<file path="src/rtl/var_state_seq_if.sv">
// Host command handshake and bin state-memory port of the variable-state sequencer.
// The sequencer connects through the slave modport; the host/memory side uses master.
interface var_state_seq_if #(
  parameter int WIDTH_VAR_IDX    = 3,
  parameter int WIDTH_LVL        = 16,
  parameter int WIDTH_VAR_STATES = 19
);
  logic                        cmd_valid_i;
  logic [2:0]                  cmd_i;
  logic [WIDTH_LVL-1:0]        cmd_lvl_i;
  logic                        cmd_ready_o;
  logic                        done_o;
  logic [2:0]                  status_o;
  logic [WIDTH_LVL-1:0]        lvl_o;
  logic                        mem_rd_en_o;
  logic                        mem_wr_en_o;
  logic [WIDTH_VAR_IDX-1:0]    mem_addr_o;
  logic [WIDTH_VAR_STATES-1:0] mem_rdata_i;
  logic [WIDTH_VAR_STATES-1:0] mem_wdata_o;

  modport slave (
    input  cmd_valid_i, cmd_i, cmd_lvl_i, mem_rdata_i,
    output cmd_ready_o, done_o, status_o, lvl_o,
           mem_rd_en_o, mem_wr_en_o, mem_addr_o, mem_wdata_o
  );

  modport master (
    output cmd_valid_i, cmd_i, cmd_lvl_i, mem_rdata_i,
    input  cmd_ready_o, done_o, status_o, lvl_o,
           mem_rd_en_o, mem_wr_en_o, mem_addr_o, mem_wdata_o
  );
endinterface

</file>
<file path="src/rtl/var_state_seq.sv">
// Sequencer for the Sat Engine variable-state array: runs one host command at a
// time (LOAD, IMPLY, ANALYZE, BKT, STORE) and owns the array's write/apply inputs
// and the bin state-memory port.
module var_state_seq #(
  parameter int NUM_VARS         = 8,
  parameter int WIDTH_VAR_IDX    = 3,
  parameter int WIDTH_LVL        = 16,
  parameter int WIDTH_VAR_STATES = 19,
  parameter int MAX_IMPLY_ROUNDS = 15
) (
  input  logic                                 clk,
  input  logic                                 rst,
  var_state_seq_if.slave                       bus,
  output logic [NUM_VARS-1:0]                  wr_states_o,
  output logic [WIDTH_VAR_STATES*NUM_VARS-1:0] vars_states_o,
  input  logic [WIDTH_VAR_STATES*NUM_VARS-1:0] vars_states_i,
  output logic                                 apply_imply_o,
  output logic                                 apply_analyze_o,
  output logic                                 apply_bkt_o,
  output logic [WIDTH_LVL-1:0]                 bkt_lvl_o,
  input  logic [NUM_VARS-1:0]                  find_imply_i,
  input  logic [NUM_VARS-1:0]                  find_conflict_i,
  input  logic [WIDTH_LVL-1:0]                 max_lvl_i
);

  localparam int IDX_W = WIDTH_VAR_IDX + 1;
  localparam logic [IDX_W-1:0] IDX_LAST  = IDX_W'(NUM_VARS - 1);
  localparam logic [IDX_W-1:0] IDX_END   = IDX_W'(NUM_VARS);
  localparam logic [7:0]       ROUND_MAX = 8'(MAX_IMPLY_ROUNDS);

  localparam logic [2:0] CMD_LOAD    = 3'd1;
  localparam logic [2:0] CMD_IMPLY   = 3'd2;
  localparam logic [2:0] CMD_ANALYZE = 3'd3;
  localparam logic [2:0] CMD_BKT     = 3'd4;
  localparam logic [2:0] CMD_STORE   = 3'd5;

  localparam logic [2:0] ST_OK        = 3'd0;
  localparam logic [2:0] ST_CONFLICT  = 3'd1;
  localparam logic [2:0] ST_QUIESCENT = 3'd2;
  localparam logic [2:0] ST_TIMEOUT   = 3'd3;
  localparam logic [2:0] ST_ILLEGAL   = 3'd4;

  typedef enum logic [3:0] {
    S_IDLE, S_LOAD, S_IMPLY_APPLY, S_IMPLY_WAIT, S_ANALYZE_APPLY,
    S_ANALYZE_CAP, S_BKT, S_STORE, S_FIN
  } state_t;

  state_t                      state, state_nxt;
  logic [IDX_W-1:0]            idx;
  logic [7:0]                  round;
  logic [2:0]                  status_r;
  logic [WIDTH_LVL-1:0]        lvl_r;
  logic [WIDTH_LVL-1:0]        bkt_lvl_r;
  logic                        cmd_ready, accept;
  logic                        imply_end;
  logic [2:0]                  imply_status;
  logic                        rd_en, wr_en;
  logic [WIDTH_VAR_IDX-1:0]    addr;
  logic                        rd_vld_p1;
  logic [WIDTH_VAR_IDX-1:0]    rd_idx_p1;
  logic [WIDTH_VAR_STATES-1:0] slot_in [NUM_VARS];

  function automatic state_t cmd_target(input logic [2:0] cmd);
    case (cmd)
      CMD_LOAD:    return S_LOAD;
      CMD_IMPLY:   return S_IMPLY_APPLY;
      CMD_ANALYZE: return S_ANALYZE_APPLY;
      CMD_BKT:     return S_BKT;
      CMD_STORE:   return S_STORE;
      default:     return S_FIN;
    endcase
  endfunction

  function automatic logic cmd_legal(input logic [2:0] cmd);
    return (cmd >= CMD_LOAD) && (cmd <= CMD_STORE);
  endfunction

  for (genvar g = 0; g < NUM_VARS; g++) begin : g_slot
    assign slot_in[g] = vars_states_i[g*WIDTH_VAR_STATES +: WIDTH_VAR_STATES];
  end

  // The done cycles (FIN, ANALYZE_CAP) accept a new command just like IDLE.
  assign cmd_ready = (state == S_IDLE) || (state == S_FIN) || (state == S_ANALYZE_CAP);
  assign accept    = bus.cmd_valid_i && cmd_ready;

  // Next-state selection and implication round verdict.
  always_comb begin
    state_nxt    = state;
    imply_end    = 1'b0;
    imply_status = ST_OK;
    case (state)
      S_LOAD:          if (idx == IDX_END) state_nxt = S_FIN;
      S_IMPLY_APPLY:   state_nxt = S_IMPLY_WAIT;
      S_IMPLY_WAIT: begin
        imply_end = 1'b1;
        state_nxt = S_FIN;
        if (|find_conflict_i)                imply_status = ST_CONFLICT;
        else if (~|find_imply_i)             imply_status = ST_QUIESCENT;
        else if ((round + 8'd1) == ROUND_MAX) imply_status = ST_TIMEOUT;
        else begin
          imply_end = 1'b0;
          state_nxt = S_IMPLY_APPLY;
        end
      end
      S_ANALYZE_APPLY: state_nxt = S_ANALYZE_CAP;
      S_ANALYZE_CAP:   state_nxt = S_IDLE;
      S_BKT:           state_nxt = S_FIN;
      S_STORE:         if (idx == IDX_LAST) state_nxt = S_FIN;
      S_FIN:           state_nxt = S_IDLE;
      default:         state_nxt = S_IDLE;
    endcase
    if (accept) state_nxt = cmd_target(bus.cmd_i);
  end

  // State, counters and held results; reset aborts any command in flight.
  always_ff @(posedge clk or posedge rst) begin
    if (rst) begin
      state     <= S_IDLE;
      idx       <= '0;
      round     <= '0;
      status_r  <= ST_OK;
      lvl_r     <= '0;
      bkt_lvl_r <= '0;
      rd_vld_p1 <= 1'b0;
    end else begin
      state     <= state_nxt;
      rd_vld_p1 <= rd_en;
      if (accept) begin
        idx      <= '0;
        round    <= '0;
        status_r <= cmd_legal(bus.cmd_i) ? ST_OK : ST_ILLEGAL;
        if (bus.cmd_i == CMD_BKT) bkt_lvl_r <= bus.cmd_lvl_i;
      end else begin
        if ((state == S_LOAD) || (state == S_STORE)) idx <= idx + 1'b1;
        if (state == S_IMPLY_WAIT) begin
          if (imply_end) status_r <= imply_status;
          else           round    <= round + 8'd1;
        end
      end
      if (state == S_ANALYZE_CAP) lvl_r <= max_lvl_i;
    end
  end

  // Stage p0 -> p1: the slot index follows its read so the write lines up with mem_rdata_i.
  always_ff @(posedge clk) begin
    rd_idx_p1 <= addr;
  end

  // The index reaches NUM_VARS in LOAD only to drain the final read, so its MSB stops reads.
  assign rd_en = (state == S_LOAD) && !idx[WIDTH_VAR_IDX];
  assign wr_en = (state == S_STORE);
  assign addr  = (rd_en || wr_en) ? idx[WIDTH_VAR_IDX-1:0] : '0;

  assign bus.cmd_ready_o = cmd_ready;
  assign bus.done_o      = (state == S_FIN) || (state == S_ANALYZE_CAP);
  assign bus.status_o    = status_r;
  assign bus.lvl_o       = lvl_r;
  assign bus.mem_rd_en_o = rd_en;
  assign bus.mem_wr_en_o = wr_en;
  assign bus.mem_addr_o  = addr;
  assign bus.mem_wdata_o = wr_en ? slot_in[addr] : '0;

  assign wr_states_o     = rd_vld_p1 ? ({{(NUM_VARS-1){1'b0}}, 1'b1} << rd_idx_p1) : '0;
  assign vars_states_o   = rd_vld_p1 ? {NUM_VARS{bus.mem_rdata_i}} : '0;
  assign apply_imply_o   = (state == S_IMPLY_APPLY);
  assign apply_analyze_o = (state == S_ANALYZE_APPLY);
  assign apply_bkt_o     = (state == S_BKT);
  assign bkt_lvl_o       = bkt_lvl_r;

endmodule

</file>
<file path="src/flat_wrapper.sv">
// flat-port wrapper written by rule: the top's interface ports become plain ports
module var_state_seq_flat 
#(
  parameter int NUM_VARS         = 8,
  parameter int WIDTH_VAR_IDX    = 3,
  parameter int WIDTH_LVL        = 16,
  parameter int WIDTH_VAR_STATES = 19,
  parameter int MAX_IMPLY_ROUNDS = 15
)
  (clk, rst, wr_states_o, vars_states_o, vars_states_i, apply_imply_o, apply_analyze_o, apply_bkt_o, bkt_lvl_o, find_imply_i, find_conflict_i, max_lvl_i, bus_cmd_valid_i, bus_cmd_i, bus_cmd_lvl_i, bus_mem_rdata_i, bus_cmd_ready_o, bus_done_o, bus_status_o, bus_lvl_o, bus_mem_rd_en_o, bus_mem_wr_en_o, bus_mem_addr_o, bus_mem_wdata_o);
  var_state_seq_if #(.WIDTH_VAR_IDX(WIDTH_VAR_IDX), .WIDTH_LVL(WIDTH_LVL), .WIDTH_VAR_STATES(WIDTH_VAR_STATES)) bus_i ();
  input  logic clk;
  input  logic rst;
  output logic [NUM_VARS-1:0] wr_states_o;
  output logic [WIDTH_VAR_STATES*NUM_VARS-1:0] vars_states_o;
  input  logic [WIDTH_VAR_STATES*NUM_VARS-1:0] vars_states_i;
  output logic apply_imply_o;
  output logic apply_analyze_o;
  output logic apply_bkt_o;
  output logic [WIDTH_LVL-1:0] bkt_lvl_o;
  input  logic [NUM_VARS-1:0] find_imply_i;
  input  logic [NUM_VARS-1:0] find_conflict_i;
  input  logic [WIDTH_LVL-1:0] max_lvl_i;
  input wire logic [$bits(bus_i.cmd_valid_i)-1:0] bus_cmd_valid_i;
  input wire logic [$bits(bus_i.cmd_i)-1:0] bus_cmd_i;
  input wire logic [$bits(bus_i.cmd_lvl_i)-1:0] bus_cmd_lvl_i;
  input wire logic [$bits(bus_i.mem_rdata_i)-1:0] bus_mem_rdata_i;
  output wire logic [$bits(bus_i.cmd_ready_o)-1:0] bus_cmd_ready_o;
  output wire logic [$bits(bus_i.done_o)-1:0] bus_done_o;
  output wire logic [$bits(bus_i.status_o)-1:0] bus_status_o;
  output wire logic [$bits(bus_i.lvl_o)-1:0] bus_lvl_o;
  output wire logic [$bits(bus_i.mem_rd_en_o)-1:0] bus_mem_rd_en_o;
  output wire logic [$bits(bus_i.mem_wr_en_o)-1:0] bus_mem_wr_en_o;
  output wire logic [$bits(bus_i.mem_addr_o)-1:0] bus_mem_addr_o;
  output wire logic [$bits(bus_i.mem_wdata_o)-1:0] bus_mem_wdata_o;
  assign bus_i.cmd_valid_i = bus_cmd_valid_i;
  assign bus_i.cmd_i = bus_cmd_i;
  assign bus_i.cmd_lvl_i = bus_cmd_lvl_i;
  assign bus_i.mem_rdata_i = bus_mem_rdata_i;
  assign bus_cmd_ready_o = bus_i.cmd_ready_o;
  assign bus_done_o = bus_i.done_o;
  assign bus_status_o = bus_i.status_o;
  assign bus_lvl_o = bus_i.lvl_o;
  assign bus_mem_rd_en_o = bus_i.mem_rd_en_o;
  assign bus_mem_wr_en_o = bus_i.mem_wr_en_o;
  assign bus_mem_addr_o = bus_i.mem_addr_o;
  assign bus_mem_wdata_o = bus_i.mem_wdata_o;
  var_state_seq #(.NUM_VARS(NUM_VARS), .WIDTH_VAR_IDX(WIDTH_VAR_IDX), .WIDTH_LVL(WIDTH_LVL), .WIDTH_VAR_STATES(WIDTH_VAR_STATES), .MAX_IMPLY_ROUNDS(MAX_IMPLY_ROUNDS)) u_core (.clk(clk), .rst(rst), .bus(bus_i), .wr_states_o(wr_states_o), .vars_states_o(vars_states_o), .vars_states_i(vars_states_i), .apply_imply_o(apply_imply_o), .apply_analyze_o(apply_analyze_o), .apply_bkt_o(apply_bkt_o), .bkt_lvl_o(bkt_lvl_o), .find_imply_i(find_imply_i), .find_conflict_i(find_conflict_i), .max_lvl_i(max_lvl_i));
endmodule
</file>
<file path="config.mk">
export PLATFORM = sky130hd
export DESIGN_NAME = var_state_seq_flat
export DESIGN_NICKNAME = d
export VERILOG_FILES = /design/src/rtl/var_state_seq_if.sv /design/src/rtl/var_state_seq.sv /design/src/flat_wrapper.sv
export SDC_FILE = /design/constraint.sdc
export NUM_CORES = 1
export LEC_CHECK = 0
export CORE_AREA = 2 2 173 175
export DETAILED_ROUTE_END_ITERATION = 12
export DIE_AREA = 0 0 175 177
export PLACE_DENSITY = 0.53
export SYNTH_ARGS = -nofsm -noshare
export SYNTH_HDL_FRONTEND = slang
export SYNTH_SLANG_ARGS = --single-unit
</file>
<file path="constraint.sdc">
create_clock -name clk -period 4.2 [get_ports clk]
set_input_delay 1.26 -clock clk [delete_from_list [all_inputs] [get_ports clk]]
set_output_delay 1.26 -clock clk [all_outputs]
set_load 0.03 [all_outputs]
</file>
# == Word-level counts from Yosys, hierarchy flattened ==
# Cells that the tools add are included.
# Widths: inputs -> output; s select.
# classes
addsub,2
magnitude_cmp,3
n_eq_ne,19
shift,1
mux,31
bitwise,1
reduce_logical,19
# ops
operator,n
$mux 152,1
$bmux 19 s3,1
$mux 19,3
$mux 4,8
$mux 8,4
$pmux 4 s6,1
$mux 3,7
$eq 4x3->1 const B,5
$pmux 4 s5,1
$reduce_or 8->1,2
$add 8x1->8 const B,1
$eq 4x2->1 const B,2
$eq 4x4->1 const B,2
$eq 8x4->1 const B,1
$reduce_and 2->1,4
$shl 1x3->8 const A,1
$eq 3x2->1 const B,2
$eq 3x3->1 const B,2
$reduce_bool 2->1,3
$logic_or 1x1->1,5
$add 4x1->4 const B,1
$eq 4x1->1 const B,1
$ge 4x4->1 const B,1
$logic_not 4->1,1
other kinds (11),16
# totals
register_bits,55
out_inout_bits,224

# == Depth between registers and ports, before layout ==
# Gate-level depths: netlist of the first run.
# logic_depth
word_depth,9
mapped_depth,8
depth_no_buf,6

# == Least setup slack after synthesis of the first run ==
# No wires, ideal clock.
# synth_timing
path_type,input -> output
from,input vars_states_i[93]
to,output bus_mem_wdata_o[17]
t_arrival_ps,2026
setup_slack_ps,914
path_stages,2
path_buffers,0
cell_sequence,mux4_2 -> a32o_1
# synth_between
elab_chain_len,4
# synth_rtl
element,line_no,rtl
"start, declared",flat_wrapper.sv:16,input logic [WIDTH_VAR_STATES*NUM_VARS-1:0] vars_states_i;
$bmux 19 s3,var_state_seq.sv:161,assign bus.mem_wdata_o = wr_en ? slot_in[addr] : '0;
$mux 19 (not written as such) (2 in a row),var_state_seq.sv:161,
$mux 19,var_state_seq.sv:161,
"end, declared",flat_wrapper.sv:35,output wire logic [$bits(bus_i.mem_wdata_o)-1:0] bus_mem_wdata_o;
# Every way passes these cells. The select of a mux whose other input is x is not followed.

# == Worst setup path after layout of the first run ==
# layout_timing
from,input bus_mem_rdata_i[16]
to,output vars_states_o[111]
# layout_between
elab_chain_len,1
# layout_rtl
element,line_no,rtl
"start, declared",flat_wrapper.sv:27,input wire logic [$bits(bus_i.mem_rdata_i)-1:0] bus_mem_rdata_i;
$mux 152,var_state_seq.sv:164,assign vars_states_o = rd_vld_p1 ? {NUM_VARS{bus.mem_rdata_i}} : '0;
"end, declared",flat_wrapper.sv:15,output logic [WIDTH_VAR_STATES*NUM_VARS-1:0] vars_states_o;
# Every way passes these cells.

==> results of run 1 <==
## critical path: cells and delay by family
| family | cells | cell delay (ps) |
|---|---|---|
| buffers and inverters | 2 | 1190 |
| and+or+nand+nor | 1 | 360 |
## logic make-up after synthesis
logic type | count (synthesis)
buf+inv | 174
compound gates | 117
simple gates | 108
mux | 92
flops | 55
xor+xnor | 8
fa+ha+maj | 4
## path summary, 6_finish.rpt
kind,start,slack (ps),end
min in group asynchronous,rst,1380,u_core.bus.lvl_o[12]
max in group asynchronous,rst,2220,u_core.idx[3]
worst min register to register,u_core.bus.lvl_o[1],510,u_core.bus.lvl_o[1]
worst max-delay path,bus_mem_rdata_i[16],120,vars_states_o[111]
worst max register to register,u_core.state[0],1750,u_core.bkt_lvl_o[7]
worst min-delay path,u_core.bus.lvl_o[1],510,u_core.bus.lvl_o[1]
## timing repair
action	CTS	global route
hold buffers	0	0
setup endpoints to repair	7	4
gates resized for setup	7	5
## synth_stat cells (2+ instances only)
master    number
xnor2_1        5
mux2_2        23
or3_1          3
a32o_1        19
nand2b_1       7
a211o_1        2
and2_1        22
nor3_1         8
mux4_2        19
nand3_1        5
xor2_1         3
nor2b_1        2
or4_1          3
ha_1           4
nand3b_1       2
clkbuf_1      16
dfxtp_1        3
o21a_1         2
a31oi_1        4
a21oi_1       50
nand2_1       18
a211oi_1       5
nor4_1         3
buf_2          7
buf_1          3
and3_1         2
inv_1         12
o211ai_1       2
mux2_4        10
o21ai_0       25
nor2_1        24
buf_4        134
mux2i_1       40
buf_6          2
nand4_1        2
dfrtp_1       52
## layout by cell type, fill, tap and decap left out, types with 11 or more instances in the layout
| cell | count |
|---|---|
| clkdlybuf4s50_1 | 416 |
| and2_1 | 22 |
| inv_1 | 11 |
| nor2_1 | 24 |
| a32o_1 | 19 |
| mux2_2 | 23 |
| a21oi_1 | 49 |
| buf_4 | 34 |
| mux4_2 | 19 |
| o21ai_0 | 25 |
| mux2i_1 | 40 |
| nand2_1 | 18 |
| dfrtp_1 | 51 |
## sequential cells by signal, summed over array words and instances, names as in the netlist
| register | flops |
|---|---|
| u_core.rd_idx_p1 | 3 |
| u_core.bus.status_o | 3 |
| u_core.rd_vld_p1 | 1 |
| u_core.idx | 4 |
| u_core.state | 4 |
| u_core.bkt_lvl_o | 16 |
| u_core.bus.lvl_o | 16 |
| u_core.round | 8 |
## power groups by stage
| stage | clock network (mW) | logic, mW | registers, mW |
|---|---|---|---|
| after floorplan | 0 | 2.13 | 1.15 |
| after global placement | 0 | 3.63 | 0.889 |
| after detailed placement | 0 | 3.63 | 0.891 |
| after CTS | 0.450 | 3.64 | 0.889 |
| after global routing | 0.463 | 3.79 | 0.915 |
| final | 0.426 | 3.61 | 0.884 |
## final cells by class
class	instances	area, um2
Clock buffer	6	129
Clock inverter	2	12.5
Fill cell	3016	19800
Inverter	12	45.0
Multi-Input combinational cell	329	2710
Sequential cell	55	1370
Tap cell	390	488
Timing Repair Buffer	469	4690
## metrics by stage
step	setup slack, ps	instances	instance area (um2)	utilization	hold slack, ps
finish	116	1263	9440	0.323	508
global route	66.4	1263	9440	0.323	522
CTS	0.445	1263	9430	0.322	512
detailed placement	-46.6	1255	9300	0.318	492
global placement	-38.2	1255	9300	0.318	486
floorplan	914	558	5250	-	508
## per-layer routing
| layer | track usage | part of all wire | vias to the layer above |
|---|---|---|---|
| met5 | 0 | 0.00054 | - |
| met4 | 0.0194 | 0.0081 | 2 |
| met3 | 0.0350 | 0.073 | 13 |
| met2 | 0.236 | 0.51 | 225 |
| met1 | 0.165 | 0.41 | 2519 |
| li1 | - | - | 2502 |
==> reports/metrics.yaml, run 1 <==
route:
  postRouteAntennaNets: 0
  drt_first_pass_iters: 6
  wire_per_inst_um: 17.8
  routed_via_density: 4.17
  wirelength_um: 22400
  drc: 0
  drt-initial-drc-count: 165
  vias: 5261
layout:
  final_net_count: 1101
  area_delta_synth_final_pct: 79.8
  antennaDiodeCount: 0
  drive_above_1_share: 0.126
synth:
  yosysWarnings: 0
  synthArstFlopShare: 0.945
  syn-num-nets: 787
  synth_top_area_share: 0.248
  yosysTopAreaCell: "dfrtp_1"
  synth.distinct_cells: 51
  synth_edf_count: 0
  synth_seq_area_share: 0.259
  ys_ff_latch: 55
  avgSynthCellArea_um2: 9.41
  synth_xor_area_frac: 0.0133
  syn_area_um2: 5250
  synth_cells: 558
  synth_compound_area_frac: 0.146
  synth-simple-area-share: 0.112
  synth_adder_area_share: 0.00953
  ys.flop_type: "dfrtp_1"
  synth.area.mux_share: 0.236
  synth_top_family_by_area: "multiplexers"
  synth_area_leaders: "dfrtp_1 (25%), buf_4 (19%), mux4_2 (8.1%), mux2i_1 (7.6%), mux2_2 (4.9%)"
pwr:
  seq_power_share: 0.180
  p_per_area_nw_per_um2: 521
  clock_power_share: 0.087
  pwr-share-comb: 0.734
  cellInternalPower_mw: 2.53
  finalPower_mw: 4.92
  p_leak_nw: 3.62
  swShare: 0.486
  ir_worst_vdd_mv: 0.318
  switching_power_mw: 2.39
die:
  rows: 63
  initial_core_util: 0.180
  die_h_um: 177
  dieArea_um2: 31000
  coreArea_um2: 29200
  io-pin-count: 449
  die_x_um: 175
worst_setup_path:
  crit_path_end_kind: "output port"
  max_stage_delay_ps: 750
  worstSetupPathType: "input pin to output port"
  cp_common_cell: "clkdlybuf4s50_1"
  crit_path_start_kind: "input pin"
  ff2ff_path_depth: 5
  crit_arrival_ps: 2820
  crit_slowest_cell: "clkdlybuf4s50_1"
  required_ps: 2940
  worstPathCellList: "clkdlybuf4s50_1, and2_1, clkdlybuf4s50_1"
  critPathMaxFanout: 6
global_routing:
  grtUsageTotal: 0.133
  grt_pass1_wl_um: 31800
  antenna_found_initial: 1
  grt_max_degree: 40
  grt_pass1_vias: 5129
  grt-ovfl-total: 0
sta:
  relSlewSlack: 0.300
  hold_viol: 0
  period_needed_ps: 4080
  finClkSkew_ps: 6.68
  fin_crit_sh: 0.972
  rsz0062_at_grt: "false"
  slew_violations: 0
  setup_violations: 0
  finalSetupTns_ps: 0
  tightest_slew_ps: 1040
  fmax_ghz: 0.245
clock_tree:
  clk_latency_ps: 300
  clkTransAtPathRegs_ps: 80
  htreeDepth: 2
  cts_setup_buffers: 0
  cts-root-buf: "clkbuf_16"
  cts_made_buffers: 5
  cts_sinks: 55
  tritoncts: "yes"
  clk_path_buf_depth: 2
worst_hold_path:
  min_path_cells: 1
  hold_class: "flip-flop to flip-flop"
job:
  maxCapViolCount: 0
placement:
  dp.final_hpwl_um: 18200
  globalplace.congestion: 0.780
  io_buffers: 448
outcome:
  run_status: "completed"
Note: power is estimated with default switching activity, not from simulation.
==> inputs of run 2 (changes only) <==
--- a/config.mk
+++ b/config.mk
@@ -5,10 +5,11 @@
 export SDC_FILE = /design/constraint.sdc
 export NUM_CORES = 1
 export LEC_CHECK = 0
-export CORE_AREA = 2 2 173 175
+export CORE_AREA = 2 2 176 178
+export CTS_BUF_LIST = sky130_fd_sc_hd__clkbuf_8
 export DETAILED_ROUTE_END_ITERATION = 12
-export DIE_AREA = 0 0 175 177
-export PLACE_DENSITY = 0.53
+export DIE_AREA = 0 0 178 180
+export PLACE_DENSITY = 0.51
 export SYNTH_ARGS = -nofsm -noshare
 export SYNTH_HDL_FRONTEND = slang
 export SYNTH_SLANG_ARGS = --single-unit
==> run 2 against run 1 <==
Final cell count grew 0.55%. Sequential power down 2%. Combinational power is essentially flat. Highest routed layer is now met4. Critical path type unchanged. Largest cell class unchanged. Register-to-register slack worse by 130 ps. Cell area decreased by 0.56%.
==> reports/metrics.yaml, run 2 (same netlist as run 1, synthesis figures left out) <==
clock_tree:
  tritoncts: "yes"
  clk_latency_ps: 330  # +30 ps
  cts_setup_buffers: 0  # unchanged
  htreeDepth: 2  # unchanged
  clkTransAtPathRegs_ps: 110  # +30 ps
  cts-root-buf: "clkbuf_8"
  cts_made_buffers: 5  # unchanged
  cts_sinks: 55  # unchanged
  clk_path_buf_depth: 2  # unchanged
worst_setup_path:
  reg2reg_slack_ps: 1620  # -130 ps
  crit_path_end_kind: "output port"
  r2r-start: "u_core.state[0]"
  timing.rr.end: "u_core.bkt_lvl_o[1]"
  required_ps: 2940  # about the same
  crit_arrival_ps: 2820  # about the same
  ff2ff_path_depth: 6  # +1
  worstSetupPathType: "input pin to output port"
  crit_path_start_kind: "input pin"
  critPathMaxFanout: 1  # -5
sta:
  setup_ws_ps: 122  # +6.35 ps
  setup_violations: 0  # unchanged
  tightest_slew_ps: 698  # -342 ps
  fmax_ghz: 0.245  # +0.16%
  period_needed_ps: 4080  # -6.35 ps
  hold_viol: 0  # unchanged
  rsz0062_at_grt: "false"
  slew_violations: 0  # unchanged
  relSlewSlack: 0.535  # +0.234
  finalSetupTns_ps: 0  # unchanged
  whs_ps: 517  # +8.41 ps
  fin_crit_sh: 0.971  # -0.00151
  finClkSkew_ps: 5.91  # -0.774 ps
global_routing:
  grt_pass1_vias: 5448  # +6.2%
  grtUsageTotal: 0.132  # -0.000726
  grt_pass1_wl_um: 33100  # +3.9%
  grt-ovfl-total: 0  # unchanged
  grt_max_degree: 40  # unchanged
  antenna_found_initial: 0  # -1
placement:
  globalplace.congestion: 0.811  # +4.0%
  io_buffers: 448  # unchanged
  place_ws_ps: -95.2  # -48.6 ps
  placed_cell_area_um2: 9310  # about the same
  dp.cells: 1262  # +0.56%
  dp.final_hpwl_um: 17900  # -1.6%
worst_hold_path:
  hold-path-endpoint: "u_core.bkt_lvl_o[14]"
  hp-start: "u_core.bkt_lvl_o[14]"
  min_path_cells: 1  # unchanged
  hold_class: "flip-flop to flip-flop"
layout:
  fin_area_um2: 9390  # -0.56%
  final_cell_mix: "clkdlybuf4s50_1 (427), dfrtp_1 (51), a21oi_1 (50)"
  layout_commonest_cell: "clkdlybuf4s50_1"
  nFillCells: 3159  # +4.7%
  final_net_count: 1102  # +0.091%
  final_core_util: 0.311  # -0.0118
  drive_above_1_share: 0.119  # -0.00701
  finalNonFillerCells: 1270  # +0.55%
  antennaDiodeCount: 0  # unchanged
  area_delta_synth_final_pct: 78.8
pwr:
  p_leak_nw: 3.52  # -2.7%
  ir_worst_vdd_mv: 0.287  # -9.8%
  finalPower_mw: 4.78  # -2.7%
  p_per_area_nw_per_um2: 509  # -2.2%
route:
  drt-initial-drc-count: 155  # -6.1%
  postRouteAntennaNets: 0  # unchanged
  drt_first_pass_iters: 4  # -2
  vias: 5324  # +1.2%
  wirelength_um: 22100  # -1.7%
  drc: 0  # unchanged
  routed_via_density: 4.19  # +0.64%
  wire_per_inst_um: 17.4  # -2.2%
die:
  rows: 64  # +1.6%
  die_h_um: 180  # +1.7%
  die_x_um: 178  # +1.7%
  initial_core_util: 0.174  # -0.00562
  io-pin-count: 449  # unchanged
  coreArea_um2: 30200  # +3.2%
  dieArea_um2: 32000  # +3.4%
job:
  maxCapViolCount: 0  # unchanged
outcome:
  run_status: "completed"
run 2: worst max-delay path by stage:
stage,startpoint,end,slack (ps),cells past startpoint
CTS,vars_states_i[20],bus_mem_wdata_o[1],2,4
global route,bus_mem_rdata_i[8],vars_states_o[46],80,3
floorplan,vars_states_i[93],bus_mem_wdata_o[17],910,2
global placement,vars_states_i[17],bus_mem_wdata_o[17],-110,4
detailed placement,vars_states_i[17],bus_mem_wdata_o[17],-100,4
finish,vars_states_i[17],bus_mem_wdata_o[17],120,4
run 2: timing repair:
| action | CTS | global route |
|---|---|---|
| pin swaps | 0 | 0 |
| hold buffers | 0 | 0 |
| resized for setup | 6 | 1 |
| cloned | 0 | 0 |
| setup endpoints to repair | 6 | 1 |
run 2: layout make-up:
| class | instances | area, um2 | share of cell area |
|---|---|---|---|
| timing repair buffer | 470 | 4680 | 0.499 |
| multi-input combinational | 329 | 2710 | 0.289 |
| clock inverter | 3 | 22.5 | 0.00240 |
| clock buffer | 5 | 68.8 | 0.00733 |
| inverter | 12 | 45.0 | 0.00480 |
| sequential | 55 | 1370 | 0.145 |
| tap | 396 | 495 | 0.0528 |
run 2: per-layer routing:
layer | global-route usage | wire (um) | up-vias
met5 | 0 | 0 | -
met1 | 0.161 | 9080 | 2583
met2 | 0.240 | 11200 | 225
met4 | 0.0203 | 219 | 0
li1 | - | - | 2501
met3 | 0.0294 | 1600 | 15
run 2: report_power, final:
group	total, mW	leakage (nW)	switching, mW	internal, mW
Clock	0.327	0.0489	0.206	0.122
Combinational	3.59	2.79	2.01	1.58
Sequential	0.870	0.685	0.149	0.721
Total	4.78	3.52	2.36	2.42
run 2: worst max-delay path, stage by stage:
cell	delay [ps]
clkdlybuf4s50_1	450
mux4_2	520
a32o_1	230
dlygate4sd2_1	350
==> inputs of run 3 (changes only) <==
--- a/config.mk
+++ b/config.mk
@@ -9,6 +9,7 @@
 export CTS_BUF_LIST = sky130_fd_sc_hd__clkbuf_8
 export DETAILED_ROUTE_END_ITERATION = 12
 export DIE_AREA = 0 0 178 180
+export MAX_ROUTING_LAYER = met4
 export PLACE_DENSITY = 0.51
 export SYNTH_ARGS = -nofsm -noshare
 export SYNTH_HDL_FRONTEND = slang
==> run 3 against run 2 <==
Maximum frequency up 0.19%. Count of clock-buffer cells in the layout stayed put. Sequential power hardly changed. Critical path type unchanged. Highest routed layer unchanged.
==> reports/metrics.yaml, run 3 (same netlist as run 1, synthesis figures left out) <==
worst_setup_path:
  crit_path_start_kind: "input pin"
  required_ps: 2940  # about the same
  worstSetupPathType: "input pin to output port"
  max_stage_delay_ps: 520  # about the same
  crit_slowest_cell: "mux4_2"
  crit_arrival_ps: 2810  # about the same
  critPathMaxFanout: 1  # unchanged
  crit_path_end_kind: "output port"
  worstPathCellList: "clkdlybuf4s50_1, mux4_2, a32o_1, dlygate4sd2_1"
global_routing:
  grtUsageTotal: 0.136  # +0.00400
  antenna_found_initial: 0  # unchanged
  grt_pass1_wl_um: 33000  # -0.11%
  grt_pass1_vias: 5430  # -0.33%
  grt-ovfl-total: 0  # unchanged
  grt_max_degree: 40  # unchanged
route:
  drt-initial-drc-count: 159  # +2.6%
  postRouteAntennaNets: 0  # unchanged
  drc: 0  # unchanged
  wirelength_um: 22100  # about the same
  routed_via_density: 4.20  # +0.24%
  wire_per_inst_um: 17.4  # about the same
  vias: 5337  # +0.24%
  drt_first_pass_iters: 4  # unchanged
layout:
  final_cell_mix: "clkdlybuf4s50_1 (427), dfrtp_1 (51), a21oi_1 (50)"
  antennaDiodeCount: 0  # unchanged
  multi_input_area_um2: 2710  # unchanged
  nFillCells: 3159  # unchanged
  layout_commonest_cell: "clkdlybuf4s50_1"
  fin_area_um2: 9390  # unchanged
  regArea_um2: 1370  # unchanged
  drive_above_1_share: 0.119  # unchanged
  area_delta_synth_final_pct: 78.8  # unchanged
  final_net_count: 1102  # unchanged
job:
  maxCapViolCount: 0  # unchanged
outcome:
  run_status: "completed"
pwr:
  clock_power_share: 0.068  # about the same
  p_per_area_nw_per_um2: 509  # about the same
  switching_power_mw: 2.37  # about the same
  ir_worst_vdd_mv: 0.287  # about the same
  seq_power_share: 0.182  # about the same
  p_leak_nw: 3.52  # unchanged
  pwr-share-comb: 0.750  # about the same
  cellInternalPower_mw: 2.42  # about the same
  swShare: 0.494  # about the same
clock_tree:
  cts_resized: 6  # unchanged
  ctsHoldBuffers: 0  # unchanged
  clk_latency_ps: 330  # about the same
  cts-root-buf: "clkbuf_8"
  cts_sinks: 55  # unchanged
  htreeDepth: 2  # unchanged
  clkTransAtPathRegs_ps: 110  # about the same
  clk_path_buf_depth: 2  # unchanged
  cts_made_buffers: 5  # unchanged
  cts_setup_buffers: 0  # unchanged
  tritoncts: "yes"
die:
  dieArea_um2: 32000  # unchanged
  io-pin-count: 449  # unchanged
  coreArea_um2: 30200  # unchanged
  initial_core_util: 0.174  # unchanged
  die_x_um: 178  # unchanged
  die_h_um: 180  # unchanged
  rows: 64  # unchanged
worst_hold_path:
  hold_class: "flip-flop to flip-flop"
sta:
  rsz0062_at_grt: "false"
  finClkSkew_ps: 5.29  # -0.622 ps
  fin_crit_sh: 0.969  # -0.00188
  relSlewSlack: 0.527  # -0.00755
  period_needed_ps: 4070  # -7.89 ps
  slew_violations: 0  # unchanged
  hold_viol: 0  # unchanged
  tightest_slew_ps: 709  # +11.3 ps
  finalSetupTns_ps: 0  # unchanged
  setup_violations: 0  # unchanged
  fmax_ghz: 0.246  # +0.19%
placement:
  placed_cell_area_um2: 9310  # unchanged
  io_buffers: 448  # unchanged
  dp.final_hpwl_um: 17900  # unchanged
  globalplace.congestion: 0.822  # +1.5%
## run 3: cell counts in the layout (fill, tap and decap cells not counted)
Identical to the previous run, type by type.
## run 3: through the flow
stage | hold slack (ps) | power [mW] | util | setup WS (ps) | instances
2_1_floorplan | 508 | 3.28 | - | 914 | 558
3_3_place_gp | 489 | 4.49 | 0.308 | -114 | 1262
3_5_place_dp | 493 | 4.50 | 0.308 | -95.2 | 1262
4_1_cts | 518 | 4.86 | 0.311 | 2.32 | 1270
5_1_grt | 540 | 5.07 | 0.311 | 79.6 | 1270
6_report | 517 | 4.78 | 0.311 | 130 | 1270
## run 3: metal layers
metal,GRT usage,vias to the layer above,share of wire,wire [um]
met5,-,-,0,0
met4,0.0203,0,0.0098,216
met1,0.163,2577,0.41,9080
met2,0.240,240,0.50,11100
met3,0.0262,16,0.075,1660
li1,-,2504,-,-
## run 3: final cells by class
class                   instances  area share
well taps                     396      0.0528
clock buffers                   5     0.00733
flip-flops and latches         55       0.145
inverters                      12     0.00480
repair buffers                470       0.499
clock inverters                 3     0.00240
multi-input cells             329       0.289
## run 3: critical path: cells and delay by family
family,cells,cell delay [ps]
buffers and inverters,2,790
multiplexers,1,520
AO/OA/AOI/OAI,1,230
## run 3: final timing paths
check / start / endpoint / slack [ps] / cells past startpoint
worst max-delay path: vars_states_i[17] / bus_mem_wdata_o[17] / 130 / 4
worst min-delay path: u_core.bkt_lvl_o[14] / u_core.bkt_lvl_o[14] / 520 / 1
min in group asynchronous: rst / u_core.bus.lvl_o[1] / 1240 / 2
worst max register to register: u_core.state[0] / u_core.bkt_lvl_o[1] / 1640 / 6
max in group asynchronous: rst / u_core.bkt_lvl_o[3] / 2350 / 3
worst min register to register: u_core.bkt_lvl_o[14] / u_core.bkt_lvl_o[14] / 520 / 1
## run 3: power groups by stage
stage | clock [mW] | combinational, mW | sequential [mW]
detailed placement | 0 | 3.62 | 0.887
global placement | 0 | 3.62 | 0.875
finish | 0.327 | 3.59 | 0.871
CTS | 0.351 | 3.63 | 0.878
floorplan | 0 | 2.13 | 1.15
global route | 0.366 | 3.80 | 0.912
==> variant 1, RTL diff (config.mk and constraints of run 2) <==
The 9 states of `state_t` get a one-hot encoding in 9 bits.
--- a/src/rtl/var_state_seq.sv
+++ b/src/rtl/var_state_seq.sv
@@ -40,9 +40,9 @@
   localparam logic [2:0] ST_TIMEOUT   = 3'd3;
   localparam logic [2:0] ST_ILLEGAL   = 3'd4;
 
-  typedef enum logic [3:0] {
-    S_IDLE, S_LOAD, S_IMPLY_APPLY, S_IMPLY_WAIT, S_ANALYZE_APPLY,
-    S_ANALYZE_CAP, S_BKT, S_STORE, S_FIN
+  typedef enum logic [8:0] {
+    S_IDLE = 9'b000000001, S_LOAD = 9'b000000010, S_IMPLY_APPLY = 9'b000000100, S_IMPLY_WAIT = 9'b000001000, S_ANALYZE_APPLY = 9'b000010000,
+    S_ANALYZE_CAP = 9'b000100000, S_BKT = 9'b001000000, S_STORE = 9'b010000000, S_FIN = 9'b100000000
   } state_t;
 
   state_t                      state, state_nxt;
Check against the original RTL: no difference found for any inputs over 10 cycles, from zero or initial values and one cycle with rst high; not proved beyond that.
==> variant 1 against run 2 <==
Die area stayed put. Count of clock-buffer cells in the layout is 7 higher. Final area is 4.3% higher. Area after synthesis is 3.9% higher. Setup slack better by 0.013 ns. Register-to-register slack better by 0.20 ns. Routed wire length is 12% higher. Sequential cell count is 5 higher. First-iteration DRC count is 94% higher. Critical endpoint is now vars_states_o[119].
Power is not compared: it rests on default switching activity, and its combinational part moved more than twofold at a synthesized area within 25%.
==> variant 1: results (changes against run 2) <==
[placed_design]
placed_cell_area_um2 = 9550  ; +2.6%
dpl.hpwl_um = 20200  ; +13%
place_congestion = 0.892  ; +10%

[critical_path]
cp.arrival_ns = 2.81  ; about the same
worstPathMaxFanout = 8  ; +7
crit_slowest_cell = clkdlybuf4s50_1
regToRegSetupSlack_ns = 1.82  ; +0.20 ns
critPathTopFamily = buffers and inverters
cpPeakStageDelay_ns = 0.75  ; +0.23 ns

[yosys]
ys_types = 55  ; +7.8%
synthTopCellsByCount = buf_4, dfrtp_1, nand3_1
synthXorXnorAreaFrac_pct = 1.61  ; +0.27 points
synthArstFlopShare_pct = 95.0  ; +0.45 points
synth_compound_area_share_pct = 17.3  ; +2.8 points
synth_mux_area_share_pct = 13.9  ; -9.7 points
synth_fp_nets = 847  ; +7.6%
synth_area_um2 = 5460  ; +3.9%
ys_seq_area_share_pct = 27.3  ; +1.3 points
synthAdderAreaFrac_pct = 1.38  ; +0.42 points
syn_area_per_cell_um2 = 8.86  ; -5.9%

[final_layout]
clockBufferCount = 12  ; +7
fillCellCount = 3152  ; -0.22%
buffers = 482  ; +2.6%
areaGrowthSynthToFinish_pct = 79.6
buf_share_pct = 49.0  ; -0.90 points
inverters = 11  ; -1
drive_above_1_share_pct = 12.2  ; +0.27 points
multi_input_area_share_pct = 28.4  ; -0.49 points

[drt]
wl_met2_um = 12200  ; +9.4%
routed_wl_um = 24800  ; +12%
wl_per_cell_um = 18.5  ; +6.3%
met1_length_um = 10200  ; +13%
vias_per_cell = 4.37  ; +4.2%

[global_route]
grt_use_total_pct = 14.8  ; +1.5 points
grt_pass1_wl_um = 35800  ; +8.2%
use_met1_pct = 18.7  ; +2.6 points
grt.met2_usage_pct = 25.4  ; +1.4 points
grt_max_degree = 59  ; +48%
met3_usage_pct = 3.19  ; +0.25 points
grt_pass1_vias = 5578  ; +2.4%

[cts]
numCtsBuffers = 9  ; +4
clkSinkCount = 60  ; +9.1%
cts.clk_slew.worst_paths_ns = 0.06  ; -0.05 ns
htreeDepth = 3  ; +1
clk_latency_ns = 0.36  ; +0.03 ns

[worst_hold_path]
min_from = u_core.bkt_lvl_o[1]

[status]
status = complete, no violations

[timing]
hold_slack_ns = 0.491  ; -0.0258 ns
period_share_pct = 96.8  ; -0.30 points
finalClockSkew_ns = 0.0106  ; +0.00473 ns
slew_headroom_pct = 36.9  ; -17 points

variant 1: cell types whose count changed in the layout (fill, tap and decap cells not counted), sizes merged, moves of 18 or more:
| cell | delta |
|---|---|
| mux4 | -19 |
| a21oi | -19 |
| nand3 | +35 |
| buf | +18 |
| a211oi | +34 |
| a32o | -19 |
variant 1: what timing repair did:
action                     CTS  global route
hold endpoints to repair     0             0
hold buffers                 0             0
setup endpoints to repair    8            19
buffers inserted             0             4
resized for setup            2             6
pin swaps                    0             2
variant 1: final timing paths:
kind,to,cells past startpoint
worst max-delay path,vars_states_o[119],3
worst min-delay path,u_core.bkt_lvl_o[1],1
worst max register to register,u_core.bkt_lvl_o[12],6
worst min register to register,u_core.bkt_lvl_o[1],1
max in group asynchronous,u_core.bus.status_o[1],3
min in group asynchronous,u_core.bkt_lvl_o[4],2
==> variant 2, RTL diff (config.mk and constraints of run 2) <==
Without the edit above. `MAX_IMPLY_ROUNDS` is set to 15 in 2 places; all go to 11.
--- a/src/rtl/var_state_seq.sv
+++ b/src/rtl/var_state_seq.sv
@@ -6,7 +6,7 @@
   parameter int WIDTH_VAR_IDX    = 3,
   parameter int WIDTH_LVL        = 16,
   parameter int WIDTH_VAR_STATES = 19,
-  parameter int MAX_IMPLY_ROUNDS = 15
+  parameter int MAX_IMPLY_ROUNDS = 11
 ) (
   input  logic                                 clk,
   input  logic                                 rst,
--- a/src/flat_wrapper.sv
+++ b/src/flat_wrapper.sv
@@ -5,7 +5,7 @@
   parameter int WIDTH_VAR_IDX    = 3,
   parameter int WIDTH_LVL        = 16,
   parameter int WIDTH_VAR_STATES = 19,
-  parameter int MAX_IMPLY_ROUNDS = 15
+  parameter int MAX_IMPLY_ROUNDS = 11
 )
   (clk, rst, wr_states_o, vars_states_o, vars_states_i, apply_imply_o, apply_analyze_o, apply_bkt_o, bkt_lvl_o, find_imply_i, find_conflict_i, max_lvl_i, bus_cmd_valid_i, bus_cmd_i, bus_cmd_lvl_i, bus_mem_rdata_i, bus_cmd_ready_o, bus_done_o, bus_status_o, bus_lvl_o, bus_mem_rd_en_o, bus_mem_wr_en_o, bus_mem_addr_o, bus_mem_wdata_o);
   var_state_seq_if #(.WIDTH_VAR_IDX(WIDTH_VAR_IDX), .WIDTH_LVL(WIDTH_LVL), .WIDTH_VAR_STATES(WIDTH_VAR_STATES)) bus_i ();
Formal check against the unedited RTL: same outputs for any inputs over 10 cycles, from zero or initial values and one cycle with rst high; that may be too few to reach the edited logic, so the function may still have changed.
==> variant 2 against run 2 <==
Sequential cell count unchanged. Area after synthesis decreased by 0.79%. Setup slack got worse by 0.0051 ns. First-iteration DRC count increased by 5.8%. Routed wire length decreased by 2.4%. Die area unchanged. Final area decreased by 0.24%. Power increased by 5.1%. Critical endpoint is now bus_mem_wdata_o[4].
==> variant 2: results (changes against run 2) <==
[global_route]
grt_antenna_before_repair = 2  ; +2
grt_max_degree = 51  ; +28%
grt_use_total_pct = 12.6  ; -0.69 points

[power_and_ir_drop]
p_leak_nw = 3.59  ; +2.1%
switching_share_pct = 49.5  ; +0.083 points
ir_worst_vdd_uv = 207  ; -28%

[timing]
tightest_slew_ns = 0.954  ; +0.256 ns
finalClockSkew_ns = 0.0169  ; +0.0110 ns

[final_layout]
final_cells = 1278  ; +0.63%
final_core_util_pct = 31.0  ; -0.075 points
fillCellCount = 3168  ; +0.28%
final_nets = 1108  ; +0.54%

[placed_design]
placed_cells = 1260  ; -0.16%
pre_cts_ws_ns = -0.121  ; -0.0257 ns
placed_cell_area_um2 = 9210  ; -1.0%
place_congestion = 0.776  ; -4.3%
dpl.hpwl_um = 17700  ; -1.3%

[yosys]
ys_types = 56  ; +9.8%
yosys-top-cells-area = dfrtp_1, buf_4, mux4_2
ys_seq_area_share_pct = 26.1  ; +0.21 points
synthTopCellsByCount = buf_4, dfrtp_1, and2_1
syn_area_per_cell_um2 = 9.27  ; -1.5%

[critical_path]
cpPeakStageDelay_ns = 0.39  ; -0.13 ns
crit_slowest_cell = clkdlybuf4s50_1

[status]
status = complete, no violations

[variant 2: cell types whose count changed after synthesis, moves of 11 or more]
cell | before | now
mux2i_1 | 40 | 2
a21oi_1 | 50 | 30
a221oi_1 | 0 | 20
and2_1 | 22 | 42
a22o_1 | 0 | 19
a32o_1 | 19 | 0
nor2b_1 | 2 | 20
o21ai_0 | 25 | 7
a31oi_1 | 4 | 20
clkbuf_1 | 16 | 27
[variant 2: final timing paths]
| check | start | to | slack (ns) | cells after the start |
|---|---|---|---|---|
| worst min-delay path | u_core.bkt_lvl_o[13] | u_core.bkt_lvl_o[13] | 0.51 | 1 |
| min in group asynchronous | rst | u_core.bus.lvl_o[8] | 1.28 | 2 |
| worst max register to register | u_core.state[0] | u_core.bkt_lvl_o[2] | 1.74 | 6 |
| max in group asynchronous | rst | u_core.bus.lvl_o[10] | 2.27 | 3 |
| worst min register to register | u_core.bkt_lvl_o[13] | u_core.bkt_lvl_o[13] | 0.51 | 1 |
| worst max-delay path | vars_states_i[61] | bus_mem_wdata_o[4] | 0.12 | 6 |
[variant 2: timing repair]
| action | in CTS | in global routing |
|---|---|---|
| pin swaps | 0 | 1 |
| cloned | 0 | 0 |
| setup endpoints to repair | 8 | 5 |
| gates resized for setup | 8 | 2 |
| setup buffers | 0 | 8 |
[variant 2: cell type report]
class	instances	share of cell area, %
multi-input combinational	331	28.2
tap	396	5.29
timing repair buffer	480	50.5
inverter	6	0.240
antenna	2	0.0534
clock inverter	3	0.361
sequential	55	14.6
clock buffer	5	0.735
[variant 2: cell families (layout without fill, tap and decap cells)]
group / Yosys count / count (layout) / share of synthesized area, %
xor+xnor: 6 / 6 / 1.01
simple gates: 156 / 156 / 17.2
mux: 53 / 53 / 16.2
other cells: 0 / 2 / 0
flops: 55 / 55 / 26.1
compound gates: 112 / 112 / 15.2
fa+ha+maj: 4 / 4 / 0.961
buf+inv: 176 / 494 / 23.3
[variant 2: per-layer routing]
| metal | track usage, % | share of wire, % |
|---|---|---|
| met5 | 0 | 0 |
| met4 | 2.95 | 1.2 |
| met3 | 3.64 | 9.6 |
| met2 | 22.6 | 50 |
| met1 | 14.4 | 40 |
[variant 2: power by group through the flow]
stage               registers, mW  clock network, mW  logic [mW]
finish                      0.876              0.339        3.81
global route                0.910              0.385        4.02
CTS                         0.882              0.365        3.83
detailed placement          0.893                  0        3.82
global placement            0.885                  0        3.82
floorplan                    1.15                  0        2.31
[variant 2: worst register-to-register path, stage by stage, from the launching register on]
cell	delay [ns]
dfrtp_1	0.41
buf_4	0.17
or2_1	0.26
a21oi_4	0.18
nand2_4	0.11
or3_1	0.75
mux2_4	0.46
